### src/rtl/prog_loader_pkg.sv
// Shared state encoding and framing constants for the boot program loader.
package prog_loader_pkg;

    localparam logic [2:0] HDR_HI  = 3'd0;
    localparam logic [2:0] HDR_LO  = 3'd1;
    localparam logic [2:0] PAYLOAD = 3'd2;
    localparam logic [2:0] WRITE   = 3'd3;
    localparam logic [2:0] CHECK   = 3'd4;
    localparam logic [2:0] RUN     = 3'd5;
    localparam logic [2:0] ERR     = 3'd6;

    localparam int HDR_BYTES      = 2;
    localparam int BYTES_PER_WORD = 4;

    // States in which the loader is willing to take a byte.
    function automatic logic rx_open(input logic [2:0] st);
        return (st == HDR_HI) || (st == HDR_LO) || (st == PAYLOAD) || (st == CHECK);
    endfunction

    function automatic logic last_byte(input logic [1:0] cnt);
        return cnt == 2'(BYTES_PER_WORD - 1);
    endfunction

endpackage

### src/rtl/prog_loader_if.sv
// Byte-stream input and instruction-memory write port of the program loader.
interface prog_loader_if #(
    parameter int ADDR_W = 32
);
    logic [7:0]        rx_data;
    logic              rx_valid;
    logic              rx_ready;
    logic              imem_wr_en;
    logic [ADDR_W-1:0] imem_wr_addr;
    logic [31:0]       imem_wr_data;

    modport master (
        output rx_data, rx_valid,
        input  rx_ready, imem_wr_en, imem_wr_addr, imem_wr_data
    );

    modport slave (
        input  rx_data, rx_valid,
        output rx_ready, imem_wr_en, imem_wr_addr, imem_wr_data
    );
endinterface

### src/rtl/prog_loader_word_assembler.sv
// Shifts bytes MSB-first into a 32-bit word; word_full marks a completed word until the next shift.
module prog_loader_word_assembler (
    input  logic        clk,
    input  logic        rst,
    input  logic [7:0]  din,
    input  logic        shift,
    input  logic        clear,
    output logic [31:0] word,
    output logic [1:0]  byte_cnt,
    output logic        word_full
);
    always_ff @(posedge clk or negedge rst) begin
        if (!rst) begin
            word      <= '0;
            byte_cnt  <= '0;
            word_full <= 1'b0;
        end else if (clear) begin
            word      <= '0;
            byte_cnt  <= '0;
            word_full <= 1'b0;
        end else if (shift) begin
            word      <= {word[23:0], din};
            byte_cnt  <= byte_cnt + 2'd1;
            word_full <= (byte_cnt == 2'd3);
        end
    end
endmodule

### src/rtl/prog_loader.sv
// Boot loader: turns a big-endian byte image into imem writes and holds the CPU in reset until loaded.
// Optional trailing XOR checksum byte when PROG_LOADER_CHECKSUM_EN is defined.
module prog_loader
    import prog_loader_pkg::*;
#(
    parameter int MAX_WORDS      = 256,
    parameter int ADDR_W         = 32,
    parameter int TIMEOUT_CYCLES = 1000000
)(
    input  logic         clk,
    input  logic         rst,
    prog_loader_if.slave bus,
    input  logic         reload,
    output logic         cpu_rst,
    output logic         busy,
    output logic         done,
    output logic         error,
    output logic [15:0]  words_loaded
);
    logic [2:0]        state;
    logic [15:0]       n_words;
    logic [15:0]       idx;
    logic [31:0]       tcnt;
    logic [ADDR_W-1:0] addr_hold;
    logic [31:0]       data_hold;
    logic [31:0]       word;
    logic [1:0]        byte_cnt;
    logic              word_full;
    logic              xfer;
    logic              in_write;
    logic              cnt_en;
    logic              tmo;
    logic [15:0]       hdr_n;
`ifdef PROG_LOADER_CHECKSUM_EN
    logic [7:0]        csum;
`endif

    assign bus.rx_ready = rx_open(state);
    assign xfer         = bus.rx_valid & bus.rx_ready;
    assign in_write     = (state == WRITE);
    assign cnt_en       = (state == HDR_LO) || (state == PAYLOAD) || (state == CHECK);
    assign tmo          = (TIMEOUT_CYCLES != 0) && cnt_en && !xfer
                          && (tcnt == 32'(TIMEOUT_CYCLES - 1));
    assign hdr_n        = {n_words[15:8], bus.rx_data};

    prog_loader_word_assembler u_word_assembler (
        .clk       (clk),
        .rst       (rst),
        .din       (bus.rx_data),
        .shift     (xfer && (state == PAYLOAD) && !reload),
        .clear     (reload),
        .word      (word),
        .byte_cnt  (byte_cnt),
        .word_full (word_full)
    );

    // Write port is live only in WRITE; address/data hold their last written values otherwise.
    assign bus.imem_wr_en   = in_write & word_full & ~reload;
    assign bus.imem_wr_addr = in_write ? ADDR_W'({idx, 2'b00}) : addr_hold;
    assign bus.imem_wr_data = in_write ? word : data_hold;

    assign cpu_rst      = (state != RUN);
    assign busy         = (state != RUN) && (state != ERR);
    assign done         = (state == RUN);
    assign error        = (state == ERR);
    assign words_loaded = idx;

    always_ff @(posedge clk or negedge rst) begin
        if (!rst) begin
            state     <= HDR_HI;
            n_words   <= '0;
            idx       <= '0;
            tcnt      <= '0;
            addr_hold <= '0;
            data_hold <= '0;
`ifdef PROG_LOADER_CHECKSUM_EN
            csum      <= '0;
`endif
        end else if (reload) begin
            state <= HDR_HI;
            idx   <= '0;
            tcnt  <= '0;
`ifdef PROG_LOADER_CHECKSUM_EN
            csum  <= '0;
`endif
        end else begin
            tcnt <= (cnt_en && !xfer) ? tcnt + 32'd1 : 32'd0;
            case (state)
                HDR_HI: begin
                    if (xfer) begin
                        n_words[15:8] <= bus.rx_data;
                        state         <= HDR_LO;
                    end
                end
                HDR_LO: begin
                    if (xfer) begin
                        n_words[7:0] <= bus.rx_data;
                        if (hdr_n == 16'd0 || {16'd0, hdr_n} > 32'(MAX_WORDS))
                            state <= ERR;
                        else
                            state <= PAYLOAD;
                    end else if (tmo) begin
                        state <= ERR;
                    end
                end
                PAYLOAD: begin
                    if (xfer) begin
`ifdef PROG_LOADER_CHECKSUM_EN
                        csum <= csum ^ bus.rx_data;
`endif
                        if (last_byte(byte_cnt))
                            state <= WRITE;
                    end else if (tmo) begin
                        state <= ERR;
                    end
                end
                WRITE: begin
                    addr_hold <= ADDR_W'({idx, 2'b00});
                    data_hold <= word;
                    idx       <= idx + 16'd1;
                    if (idx == n_words - 16'd1)
`ifdef PROG_LOADER_CHECKSUM_EN
                        state <= CHECK;
`else
                        state <= RUN;
`endif
                    else
                        state <= PAYLOAD;
                end
`ifdef PROG_LOADER_CHECKSUM_EN
                CHECK: begin
                    if (xfer)
                        state <= (bus.rx_data == csum) ? RUN : ERR;
                    else if (tmo)
                        state <= ERR;
                end
`endif
                default: ;
            endcase
        end
    end
endmodule

### src/flat_wrapper.sv
// flat-port wrapper written by rule: the top's interface ports become plain ports
module prog_loader_flat import prog_loader_pkg::*;
#(
    parameter int MAX_WORDS      = 256,
    parameter int ADDR_W         = 32,
    parameter int TIMEOUT_CYCLES = 1000000
)
  (clk, rst, reload, cpu_rst, busy, done, error, words_loaded, bus_rx_data, bus_rx_valid, bus_rx_ready, bus_imem_wr_en, bus_imem_wr_addr, bus_imem_wr_data);
  prog_loader_if #(.ADDR_W(ADDR_W)) bus_i ();
  input  logic clk;
  input  logic rst;
  input  logic reload;
  output logic cpu_rst;
  output logic busy;
  output logic done;
  output logic error;
  output logic [15:0] words_loaded;
  input wire logic [$bits(bus_i.rx_data)-1:0] bus_rx_data;
  input wire logic [$bits(bus_i.rx_valid)-1:0] bus_rx_valid;
  output wire logic [$bits(bus_i.rx_ready)-1:0] bus_rx_ready;
  output wire logic [$bits(bus_i.imem_wr_en)-1:0] bus_imem_wr_en;
  output wire logic [$bits(bus_i.imem_wr_addr)-1:0] bus_imem_wr_addr;
  output wire logic [$bits(bus_i.imem_wr_data)-1:0] bus_imem_wr_data;
  assign bus_i.rx_data = bus_rx_data;
  assign bus_i.rx_valid = bus_rx_valid;
  assign bus_rx_ready = bus_i.rx_ready;
  assign bus_imem_wr_en = bus_i.imem_wr_en;
  assign bus_imem_wr_addr = bus_i.imem_wr_addr;
  assign bus_imem_wr_data = bus_i.imem_wr_data;
  prog_loader #(.MAX_WORDS(MAX_WORDS), .ADDR_W(ADDR_W), .TIMEOUT_CYCLES(TIMEOUT_CYCLES)) u_core (.clk(clk), .rst(rst), .bus(bus_i), .reload(reload), .cpu_rst(cpu_rst), .busy(busy), .done(done), .error(error), .words_loaded(words_loaded));
endmodule
### config.mk
export PLATFORM = sky130hd
export DESIGN_NAME = prog_loader_flat
export DESIGN_NICKNAME = d
export VERILOG_FILES = /design/src/rtl/prog_loader_pkg.sv /design/src/rtl/prog_loader_if.sv /design/src/rtl/prog_loader_word_assembler.sv /design/src/rtl/prog_loader.sv /design/src/flat_wrapper.sv
export SDC_FILE = /design/constraint.sdc
export NUM_CORES = 1
export LEC_CHECK = 0
export CAP_MARGIN = 10
export CELL_PAD_IN_SITES_DETAIL_PLACEMENT = 0
export CELL_PAD_IN_SITES_GLOBAL_PLACEMENT = 1
export CORE_MARGIN = 2
export CORE_UTILIZATION = 30
export DETAILED_ROUTE_END_ITERATION = 12
export GPL_ROUTABILITY_DRIVEN = 0
export PLACE_DENSITY = 0.56
export RECOVER_POWER = 100
export SLEW_MARGIN = 20
export SYNTH_ARGS = -nofsm -noshare
export SYNTH_HDL_FRONTEND = slang
export SYNTH_SLANG_ARGS = --single-unit
### constraint.sdc
create_clock -name clk -period 2.59 [get_ports clk]
set_input_delay 0.518 -clock clk [delete_from_list [all_inputs] [get_ports clk]]
set_output_delay 0.518 -clock clk [all_outputs]
set_load 0.02 [all_outputs]
==> results of run 1 <==
-- layout make-up --
class / instances / share of cell area (%)
multi-input combinational: 651 / 37.62
clock buffer: 20 / 4.512
tap: 341 / 4.216
sequential: 166 / 41.07
timing repair buffer: 135 / 11.19
clock inverter: 12 / 0.9148
inverter: 13 / 0.4821
-- critical path, stage by stage, from the launching register on --
cell and delay, ps:
dfrtp_2 470, buf_4 160, nor2_1 150, or2_2 140
clkdlybuf4s50_1 640
-- cells in the mapped netlist (all sizes together), types with 2 or more instances --
cell type	number	share of area (%)
nand2b	6	0.46
nand2	237	11
nand3b	3	0.27
nor4b	2	0.21
o32a	2	0.24
xor2	32	3.4
nor2b	3	0.23
dfrtp	166	51
o22ai	2	0.15
mux2	64	8.8
ha	4	0.61
buf	9	0.59
xnor2	27	2.9
nand3	22	1.3
a211oi	6	0.55
clkbuf	44	2.0
or2	5	0.38
and4	6	0.64
o21ai	17	1.0
and3	5	0.38
nand4	12	0.92
a21oi	51	3.1
nor2	57	2.6
nor4	14	1.1
nor3	11	0.73
and2	34	2.6
or3	14	1.1
o32ai	2	0.21
inv	13	0.59
-- power breakdown --
part | total (mW) | internal (mW) | switching [mW]
clock network | 2.42 | 1.29 | 1.13
logic | 1.17 | 0.514 | 0.658
registers | 2.98 | 2.74 | 0.238
total | 6.57 | 4.55 | 2.02
-- what timing repair did --
| item | in CTS | in global routing |
|---|---|---|
| pin swaps | 1 | 0 |
| setup endpoints to repair | 68 | 24 |
| gates resized for setup | 73 | 36 |
| setup buffers | 3 | 2 |
| cloned | 1 | 0 |
-- per-layer routing --
layer / GRT usage, % / vias up / wire [um]
met4: 3.530 / 0 / 180
li1: - / 3151 / -
met2: 24.19 / 85 / 9479
met5: 0 / - / 0
met3: 3.242 / 14 / 607
met1: 22.86 / 3071 / 11080
-- registers in the layout (all words and copies together), names as in the netlist --
register and count:
u_core.words_loaded 16, u_core.tcnt 32, u_core.u_word_assembler.word 32, u_core.u_word_assembler.word_full 1, u_core.n_words 16, u_core.data_hold 32, u_core.addr_hold 32, u_core.state 3
u_core.u_word_assembler.byte_cnt 2
-- cell families (layout without fill, tap and decap cells) --
group,after synthesis,count (layout),share of synthesized area [%]
xor gates and xnor gates,59,59,6.300
AOI/OAI and AO/OA,88,88,6.117
buffers and inverters,66,180,3.203
DFF,166,166,50.64
adders and majority gates,4,4,0.6102
muxes,64,64,8.786
and+or+nand+nor,436,436,24.34
-- path summary, 6_finish.rpt --
check / start / depth (start not counted) / end / slack, ps
min in group clk: u_core.addr_hold[22] / 1 / u_core.addr_hold[22] / 480
min: rst / 1 / u_core.addr_hold[21] / 380
max reg2reg: u_core.n_words[0] / 8 / u_core.state[2] / 190
max: u_core.state[1] / 4 / bus_rx_ready / 70
min reg2reg: u_core.addr_hold[22] / 1 / u_core.addr_hold[22] / 480
max in group asynchronous: rst / 2 / u_core.addr_hold[16] / 540
-- through the flow --
stage | area [um^2] | worst slack [ps] | hold slack (ps)
3_3_place_gp | 9712 | 129.6 | 462.0
4_1_cts | 10260 | 32.60 | 50.94
2_1_floorplan | 8203 | 362.7 | 222.4
3_5_place_dp | 9712 | 131.9 | 464.0
6_report | 10120 | 70.87 | 377.7
5_1_grt | 10120 | -5.594 | 485.5
==> results.py, run 1 <==
metrics = {
    "setup_path": {
        "arrival_ps": 2000,
        "startpoint_type": "register",
        "cp.required_ps": 2070,
        "crit_type": "reg2out",
        "worstSetupEndpointType": "output port",
        "worst-path-max-fanout": 8,
    },
    "placement": {
        "port_buffers": 97,
        "placed_cells": 1300,
        "dp_hpwl_um": 14260,
    },
    "synthesis": {
        "async_flop_share_pct": 100.0,
        "synth_area_per_cell_um2": 9.290,
        "synth_ff_type": "dfrtp_1",
        "syn_area_um2": 8203,
        "syn_inst": 883,
        "yosys_warnings": 0,
        "synth_edf_count": 0,
        "ys_types": 49,
        "synth-seq-cells": 166,
        "synth_nets": 899,
        "ys_seq_area_share_pct": 50.64,
    },
    "grt": {
        "grt_max_degree": 53,
        "grt_overflow": 0,
        "grt_pass1_wl_um": 35510,
        "grtUsageTotal_pct": 15.75,
        "grt_pass1_vias": 6320,
        "antenna_found_initial": 0,
    },
    "finish": {
        "area_growth_syn_to_layout_pct": 23.38,
        "fillers": 2746,
        "antennaDiodeCount": 0,
        "ff_latch_area_um2": 4156,
        "final_cells": 1338,
        "layout-drive-gt1-share_pct": 12.84,
        "final_util_pct": 37.66,
        "multi_input_area_um2": 3807,
        "final_common_cell": "nand2_1",
        "layout.nets": 1000,
        "final_cell_mix": "nand2_1 (237), dfrtp_1 (164), nor2_1 (56)",
    },
    "clock_tree": {
        "worstSkewPairLatency_ps": 430,
        "htree_levels": 4,
        "clk_pin_slew_ps": 70,
        "cts_max_path_buffers": 2,
        "cts_hold_buf": 0,
        "cts-root-buf": "clkbuf_16",
        "cts_inserted_buffers": 17,
        "cts_tree": "built",
        "clkSinkCount": 166,
    },
    "pwr": {
        "peakVddDrop_v": 0.0003613,
        "total_power_mw": 6.574,
        "p_leak_nw": 4.749,
        "pwr_density_cell_nw_per_um2": 649.6,
    },
    "timing": {
        "final_hold_viol_count": 0,
        "slew_headroom_pct": 10.86,
        "clock.fmax_mhz": 397.0,
        "min_period_ps": 2519,
        "skew_ps": 12.96,
        "timing.final.crit_share_pct": 97.26,
        "worst_pin_slew_ps": 1337,
        "slew_viol_final": 0,
        "setup_violations": 0,
        "tns_ps": 0,
    },
    "die": {
        "io_pins": 98,
        "fp.coreArea_um2": 26880,
        "die_area_um2": 28680,
        "start_util_pct": 30.52,
        "rows": 60,
        "die_x_um": 169.4,
        "chipHeight_um": 169.4,
    },
    "drt": {
        "drt_iter0_markers": 362,
        "viasPerCell": 4.724,
        "num_vias": 6321,
        "routedWlPerCell_um": 15.95,
        "drt_first_pass_iters": 4,
        "drc_errors": 0,
        "ant_nets": 0,
        "drt_wl_total_um": 21350,
    },
    "outcome": {
        "status": "finished clean",
    },
    "run": {
        "cap_violations": 0,
    },
    "worst_hold_path": {
        "holdCritPathClass": "in2async",
    },
}
Note: power is estimated with default switching activity, not from simulation.
==> run 2: changes to the inputs <==
==> constraint.sdc (replaced) <==
create_clock -name clk -period 2.59 [get_ports clk]
set_input_delay 0.518 -clock clk [delete_from_list [all_inputs] [get_ports clk]]
set_output_delay 0.518 -clock clk [all_outputs]
set_load 0.1 [all_outputs]
==> results.py, run 2 (same netlist as run 1, synthesis figures left out) <==
metrics = {
    "placement": {
        "port_buffers": 97,
        "placed_cells": 1297,
        "dp_hpwl_um": 14450,
    },
    "setup_path": {
        "critPathSlowestCell": "dfrtp_1",
        "worstSetupEndpointType": "output port",
        "startpoint_type": "register",
        "path_cells": "buf_4 -> and3b_2 -> buf_6 -> nand2_1 -> nand2_1 -> buf_12",
        "crit_family": "buffers and inverters",
        "worst-path-max-fanout": 22,
        "cp_slowest_stage_delay_ps": 430,
        "cpMostUsedCell": "nand2_1",
        "r2r_start": "u_core.n_words[0]",
        "r2r_slack_ps": 220,
        "path_buf_inv": 3,
        "crit_type": "reg2out",
        "arrival_ps": 1960,
        "cp.required_ps": 2070,
        "reg2regPathDepth": 8,
        "worstReg2RegEnd": "u_core.state[0]",
    },
    "timing": {
        "final_hold_viol_count": 0,
        "setup_violations": 0,
        "slew_headroom_pct": 22.71,
        "worst_pin_slew_ps": 1159,
        "slew_viol_final": 0,
        "min_period_ps": 2481,
        "tns_ps": 0,
        "skew_ps": 11.76,
        "clock.fmax_mhz": 403.1,
        "rsz0062_at_grt": "true",
        "timing.final.crit_share_pct": 95.79,
    },
    "pwr": {
        "comb_power_share_pct": 21.0,
        "power.net_switching_mw": 2.285,
        "p_int_mw": 4.597,
        "p_seq_share_pct": 43.1,
        "swShare_pct": 33.20,
        "pwr-share-clk_pct": 35.9,
        "p_leak_nw": 4.838,
        "peakVddDrop_v": 0.0003653,
        "pwr_density_cell_nw_per_um2": 631.0,
    },
    "clock_tree": {
        "clk_pin_slew_ps": 70,
        "cts_inserted_buffers": 17,
        "clkSinkCount": 166,
        "cts_tree": "built",
        "cts_hold_buf": 0,
        "worstSkewPairLatency_ps": 430,
        "cts_max_path_buffers": 2,
        "htree_levels": 4,
        "cts-root-buf": "clkbuf_16",
    },
    "run": {
        "cap_violations": 0,
    },
    "drt": {
        "num_vias": 6326,
        "ant_nets": 0,
        "drt_wl_total_um": 21210,
        "drt_iter0_markers": 417,
        "viasPerCell": 4.753,
        "drc_errors": 0,
        "routedWlPerCell_um": 15.93,
        "drt_first_pass_iters": 5,
    },
    "grt": {
        "grtUsageTotal_pct": 15.57,
        "grt_pass1_wl_um": 35120,
        "gr-usage-met2_pct": 23.48,
        "busiest_layer": "met2",
        "use_met3_pct": 2.752,
        "grt_overflow": 0,
        "antenna_found_initial": 0,
        "grt_pass1_vias": 6190,
        "grt_max_degree": 62,
        "grtUsageMet1_pct": 23.06,
    },
    "finish": {
        "antennaDiodeCount": 0,
        "layout.nets": 993,
        "final_common_cell": "nand2_1",
        "multi_input_area_um2": 3811,
        "area_growth_syn_to_layout_pct": 32.95,
        "final_cells": 1331,
        "ff_latch_area_um2": 4154,
        "fillers": 2643,
        "final_cell_mix": "nand2_1 (236), dfrtp_1 (166), buf_12 (73)",
        "layout-drive-gt1-share_pct": 21.62,
    },
    "die": {
        "chipHeight_um": 169.4,
        "io_pins": 98,
        "die_area_um2": 28680,
        "start_util_pct": 30.52,
        "rows": 60,
        "fp.coreArea_um2": 26880,
        "die_x_um": 169.4,
    },
    "worst_hold_path": {
        "holdCritPathClass": "in2async",
    },
    "outcome": {
        "status": "finished clean",
    },
}
## run 2: changes by cell type in the layout (fill, tap and decap cells not counted), sizes merged, moves of 4 or more
cell	previous run	this run
dlygate4sd3	17	0
clkinv	2	6
clkbuf	46	21
dlygate4sd2	47	0
buf	29	115
## run 2: layout make-up
class	instances	area share (%)
Sequential cell	166	38.09
Multi-Input combinational cell	651	34.95
Timing Repair Buffer	128	17.32
Tap cell	341	3.912
Clock buffer	17	3.901
Clock inverter	15	1.342
Inverter	13	0.4819
## run 2: timing repair
action,4_1_cts,5_1_grt
endpoints found under the setup margin,1,22
buffers inserted,2,0
resized for setup,0,3
## run 2: worst register-to-register path: stages (launching register included)
cell,delay [ps]
dfrtp_1,430
inv_1,90
ha_2,230
or4b_4,520
a2111oi_2,370
o32ai_1,140
o21ai_1,180
nand4_1,150
o22ai_1,180
## run 2: power groups by stage
stage / clock, mW / combinational [mW] / sequential (mW)
final: 2.47 / 1.45 / 2.97
after global routing: 2.69 / 1.58 / 3.00
after CTS: 2.56 / 1.45 / 2.96
after detailed placement: 0 / 1.44 / 3.01
after global placement: 0 / 1.46 / 3.01
after floorplan: 0 / 1.03 / 2.90
## run 2: worst max-delay path by stage
stage | to | start | slack (ps) | cells after the start
floorplan | busy | u_core.state[0] | -130 | 4
global placement | u_core.state[0] | u_core.n_words[0] | 240 | 8
detailed placement | u_core.state[0] | u_core.n_words[0] | 160 | 8
CTS | bus_imem_wr_data[14] | u_core.state[2] | 9 | 6
global route | bus_imem_wr_data[26] | u_core.state[2] | -0.02 | 6
finish | bus_imem_wr_data[31] | u_core.state[2] | 110 | 6
## run 2: per-stage QoR
stage | power, mW | area, um^2 | hold WS, ps | utilization, % | worst slack, ps
detailed placement | 4.450 | 10340 | 463.3 | 38.49 | 164.0
CTS | 6.970 | 10930 | 14.88 | 40.68 | 9.497
floorplan | 3.932 | 8210 | 222.4 | - | -130.7
finish | 6.882 | 10910 | 299.0 | 40.58 | 109.1
global route | 7.264 | 10910 | 393.7 | 40.58 | -0.01887
global placement | 4.466 | 10340 | 460.6 | 38.49 | 244.8
## run 2: layer usage
layer | vias up | share of wire [%] | wire length (um)
li1 | 3148 | - | -
met1 | 3058 | 51 | 10870
met2 | 106 | 45 | 9501
met3 | 14 | 3.1 | 657
met4 | 0 | 0.84 | 178
met5 | - | 0 | 0
==> RTL edit 1, RTL diff (settings of run 1) <==
`ADDR_W` is set to 32 in 3 places; all go to 48.
--- a/src/rtl/prog_loader_if.sv
+++ b/src/rtl/prog_loader_if.sv
@@ -1,6 +1,6 @@
 // Byte-stream input and instruction-memory write port of the program loader.
 interface prog_loader_if #(
-    parameter int ADDR_W = 32
+    parameter int ADDR_W = 48
 );
     logic [7:0]        rx_data;
     logic              rx_valid;
--- a/src/rtl/prog_loader.sv
+++ b/src/rtl/prog_loader.sv
@@ -4,7 +4,7 @@
     import prog_loader_pkg::*;
 #(
     parameter int MAX_WORDS      = 256,
-    parameter int ADDR_W         = 32,
+    parameter int ADDR_W         = 48,
     parameter int TIMEOUT_CYCLES = 1000000
 )(
     input  logic         clk,
--- a/src/flat_wrapper.sv
+++ b/src/flat_wrapper.sv
@@ -2,7 +2,7 @@
 module prog_loader_flat import prog_loader_pkg::*;
 #(
     parameter int MAX_WORDS      = 256,
-    parameter int ADDR_W         = 32,
+    parameter int ADDR_W         = 48,
     parameter int TIMEOUT_CYCLES = 1000000
 )
   (clk, rst, reload, cpu_rst, busy, done, error, words_loaded, bus_rx_data, bus_rx_valid, bus_rx_ready, bus_imem_wr_en, bus_imem_wr_addr, bus_imem_wr_data);
Interface: changed (resized bus_imem_wr_addr); port bits go from 98 to 114. No check against the original RTL was run, so the function may have changed too.
==> RTL edit 1 against run 1 <==
  * The run now ends with capacitance limit, slew limit left
  * Synthesized cell count shrank 5.0%
  * Wire length is 5.4% higher
  * Total power fell by 2.9%
  * Synthesized area up 4.4%
  * Highest routed layer unchanged
  * Setup slack better by 0.0093 ns
  * Largest cell class unchanged
  * Final cell count rose by 2.3%
  * Sequential cell count is 16 higher
  * Critical path depth did not move
  * Cell area rose by 9.0%
==> RTL edit 1: results (changes against run 1) <==
[run_status] outcome complete, but fails checks [was complete, no violations]
[run_status] failing checks capacitance limit, slew limit
[global_routing] wire length of the first global-routing pass 36,700 um [was 35,500 um]
[hold_path] path class of the lowest-slack min-delay path primary input to async pin [unchanged]
[timing] relative max-transition margin -0.843% [was 10.9%]
[pwr] static leakage 5.68 nW [was 4.75 nW]
[yosys] count of unique library cells instantiated by Yosys 50 [was 49]
[pwr] worst ir drop on vdd 332 uV [was 361 uV]
[global_routing] maximum number of pins on one net before global-route repair 63 [was 53]
[global_routing] GRT Overall Usage 15.3% [was 15.7%]
[clocking] clock transition at the register clock pins on the worst setup and hold paths after CTS 0.07 ns [about the same]
[route] aggregate routed wire length 22,500 um [was 21,300 um]
[route] Vias 6,378 [was 6,321]
[place] input/output buffers 113 [was 97]
[timing] Final Skew 0.0115 ns [was 0.0130 ns]
[finish] layout filler cell count 2,819 [was 2,746]
[place] DP Worst Slack 0.0466 ns [was 0.132 ns]
[finish] # nets final 994 [was 1,000]
[yosys] proportion of synthesized chip area in sequential cells 53.2% [was 50.6%]
[yosys] net count after synthesis 855 [was 899]
[run] max-cap violations 1 [was 0]
[route] number of violations reported at the end of detailed-routing iteration 0 371 [was 362]
[finish] fraction of final layout cells with drive strength greater than 1 16.4% [was 12.8%]
[setup_path] maximum net fanout on the critical path 27 [was 8]
[setup_path] R2R cell count 6 [was 8]
[place] Detailed Place HPWL 15,300 um [was 14,300 um]
[timing] count of final max-slew check failures 60 [was 0]
[route] number of iterations in the first detailed-routing pass 6 [was 4]
[global_routing] vias in the first global route 6,500 [was 6,320]
[yosys] top cells by area, synth sky130_fd_sc_hd__dfrtp_1 (53%), sky130_fd_sc_hd__mux2_2 (8.4%), sky130_fd_sc_hd__nand2_1 (7.5%), sky130_fd_sc_hd__nor2b_1 (5.0%), sky130_fd_sc_hd__xor2_1 (3.9%) [was sky130_fd_sc_hd__dfrtp_1 (51%), sky130_fd_sc_hd__nand2_1 (11%), sky130_fd_sc_hd__mux2_2 (6.9%), sky130_fd_sc_hd__xor2_1 (3.4%), sky130_fd_sc_hd__a21oi_1 (3.1%)]
[RTL edit 1: what timing repair did]
item / 4_1_cts / 5_1_grt
cloned: 0 / 1
hold buffers: 0 / 0
setup endpoints to repair: 54 / 56
resized for setup: 54 / 30
pin swaps: 0 / 4
buffers inserted: 0 / 1
[RTL edit 1: report_power, final]
part           switching [mW]  internal [mW]  total [mW]
combinational           0.503          0.420       0.923
sequential             0.0957           2.94        3.04
clock                    1.17           1.24        2.42
[RTL edit 1: area by class of cell]
class	count	area share [%]
Multi-Input combinational cell	603	35.0
Timing Repair Buffer	166	14.3
Inverter	8	0.272
Sequential cell	182	41.3
Tap cell	378	4.29
Clock inverter	12	0.908
Clock buffer	20	3.96
[RTL edit 1: routing by layer]
layer,vias to the layer above,share of wire [%],track usage (%),wire [um]
met4,0,0.86,3.50,193
met5,-,0,0,0
met2,96,44,23.6,9830
met1,3156,52,22.1,11800
li1,3109,-,-,-
met3,17,3.0,2.86,686
[RTL edit 1: worst paths after layout]
check,from,end,slack [ns]
worst min register to register,u_core.addr_hold[44]$_DFFE_PN0N_,u_core.addr_hold[44]$_DFFE_PN0N_,0.49
worst min-delay path,rst,u_core.data_hold[27]$_DFFE_PN0N_,0.45
worst max-delay path,u_core.state[0]$_DFFE_PN0P_,bus_imem_wr_addr[43],0.08
min in group clk,u_core.addr_hold[44]$_DFFE_PN0N_,u_core.addr_hold[44]$_DFFE_PN0N_,0.49
worst max register to register,u_core.n_words[9]$_DFFE_PN0P_,u_core.state[1]$_DFFE_PN0P_,0.08
max in group asynchronous,rst,u_core.state[0]$_DFFE_PN0P_,0.52
[RTL edit 1: kinds of logic after synthesis]
family / synth area share (%)
and+or+nand+nor: 22.3
DFF: 53.2
AOI/OAI and AO/OA: 6.34
muxes: 8.88
xor gates and xnor gates: 6.34
buffers and inverters: 2.37
adders and majority gates: 0.584
[RTL edit 1: worst max-delay path, stage by stage (launching register included)]
cell                              delay [ns]
sky130_fd_sc_hd__dfrtp_2                0.44
sky130_fd_sc_hd__and3b_4                0.23
sky130_fd_sc_hd__buf_12                 0.17
sky130_fd_sc_hd__nor2b_1                0.11
sky130_fd_sc_hd__clkdlybuf4s50_1        0.61
[RTL edit 1: through the flow]
stage	instances	utilization, %	power, mW	cell area (um2)
global placement	1335	37.6	4.02	10500
detailed placement	1335	37.6	4.03	10500
global route	1369	39.5	6.71	11000
CTS	1367	39.3	6.47	11000
floorplan	839	-	3.59	8570
finish	1369	39.5	6.38	11000
==> RTL edit 2, RTL diff (flow settings as in run 1) <==
Made on the original files. Make the reset (`rst`) synchronous in 2 clocked blocks.
--- a/src/rtl/prog_loader_word_assembler.sv
+++ b/src/rtl/prog_loader_word_assembler.sv
@@ -9,7 +9,7 @@
     output logic [1:0]  byte_cnt,
     output logic        word_full
 );
-    always_ff @(posedge clk or negedge rst) begin
+    always_ff @(posedge clk) begin
         if (!rst) begin
             word      <= '0;
             byte_cnt  <= '0;
--- a/src/rtl/prog_loader.sv
+++ b/src/rtl/prog_loader.sv
@@ -65,7 +65,7 @@
     assign error        = (state == ERR);
     assign words_loaded = idx;
 
-    always_ff @(posedge clk or negedge rst) begin
+    always_ff @(posedge clk) begin
         if (!rst) begin
             state     <= HDR_HI;
             n_words   <= '0;
Behaviour: differs if rst is asserted again (counterexample within 4 cycles, from zero or initial values and one cycle with rst low); with rst held inactive, the same outputs for 4 cycles.
==> RTL edit 2 against run 1 <==
  * Wire length grew 4.5%
  * Setup slack gained 0.043 ns
  * Register-to-register slack improved by 0.10 ns
  * Synthesized area fell by 7.8%
  * First-iteration DRC count decreased by 1.7%
  * Sequential cell count stayed put
  * Cell area is 6.9% lower
  * Critical path type unchanged
  * Largest cell class is now multi-input combinational cells
Power is not compared: it rests on default switching activity, and its combinational part moved more than twofold at a synthesized area within 25%.
==> RTL edit 2: results (changes against run 1) <==
[run_status] outcome complete, no violations [unchanged]
[setup_path] slack of the worst reg-to-reg path 0.29 ns [was 0.19 ns]
[yosys] most numerous cell types in the synthesized netlist sky130_fd_sc_hd__nand2_1 (349), sky130_fd_sc_hd__dfxtp_1 (166), sky130_fd_sc_hd__nor2_1 (61), sky130_fd_sc_hd__clkbuf_1 (56), sky130_fd_sc_hd__a21boi_0 (53) [was sky130_fd_sc_hd__nand2_1 (237), sky130_fd_sc_hd__dfrtp_1 (166), sky130_fd_sc_hd__nor2_1 (57), sky130_fd_sc_hd__a21oi_1 (51), sky130_fd_sc_hd__mux2_2 (50)]
[setup_path] R2R cell count 6 [was 8]
[yosys] post-synthesis async set-or-reset flop share 0% [was 100%]
[route] number of iterations in the first detailed-routing pass 5 [was 4]
[place] Detailed Place HPWL 14,600 um [was 14,300 um]
[global_routing] GRT Overall Usage 17.4% [was 15.7%]
[finish] layout filler cell count 2,677 [was 2,746]
[global_routing] met3 capacity usage during global routing 4.23% [was 3.24%]
[setup_path] CP Capture Point bus_imem_wr_data[25] [was bus_rx_ready]
[global_routing] vias in the first global route 6,520 [was 6,320]
[route] mean number of vias per cell 4.69 [was 4.72]
[setup_path] maximum net fanout on the critical path 21 [was 8]
[yosys] Compound-Gate Fraction of Synth Area 10.5% [was 6.12%]
[timing] Final Skew 0.0145 ns [was 0.0130 ns]
[route] number of violations reported at the end of detailed-routing iteration 0 356 [was 362]
[yosys] net count after synthesis 1,002 [was 899]
[place] DP Worst Slack 0.0698 ns [was 0.132 ns]
[finish] # nets final 1,088 [was 1,000]
[yosys] xor and xnor area share after synthesis 7.64% [was 6.30%]
[route] met2 routed wirelength 10,100 um [was 9480 um]
[yosys] multiplexer share of the synthesized area 1.32% [was 8.79%]
[hold_path] path class of the lowest-slack min-delay path flip-flop to flip-flop [was primary input to async pin]
[timing] maximum frequency from static timing analysis 0.404 GHz [was 0.397 GHz]
[yosys] proportion of synthesized chip area in sequential cells 43.9% [was 50.6%]
[finish] fraction of final layout cells with drive strength greater than 1 7.00% [was 12.8%]
[global_routing] wire length of the first global-routing pass 36,300 um [was 35,500 um]
[setup_path] r2r endpoint u_core.state[0]$_SDFFE_PP0P_ [was u_core.state[2]$_DFFE_PN0P_]
-- RTL edit 2: area by class of cell --
cell class / instances / area share, %
flip-flops and latches: 166 / 35.3
well taps: 330 / 4.38
multi-input cells: 750 / 42.3
clock buffers: 21 / 5.00
repair buffers: 130 / 11.5
inverters: 7 / 0.279
clock inverters: 11 / 1.22
-- RTL edit 2: per-stage QoR --
step	area [um2]	std cells	power (mW)	hold WS [ns]
floorplan	7560	986	2.78	0.432
global placement	9050	1381	2.87	0.443
detailed placement	9050	1381	2.86	0.446
CTS	9600	1413	5.44	0.456
global route	9420	1415	5.56	0.484
finish	9420	1415	5.35	0.460
-- RTL edit 2: timing repair --
item	in CTS	in global routing
gates cloned	0	1
gates resized for setup	39	29
setup buffers	0	1
setup endpoints to repair	52	29
-- RTL edit 2: worst min-delay path, delay by kind of cell, from the launching register on --
kind | cells | cell delay, ns
DFF | 1 | 0.31
AOI/OAI and AO/OA | 1 | 0.05
and+or+nand+nor | 1 | 0.05
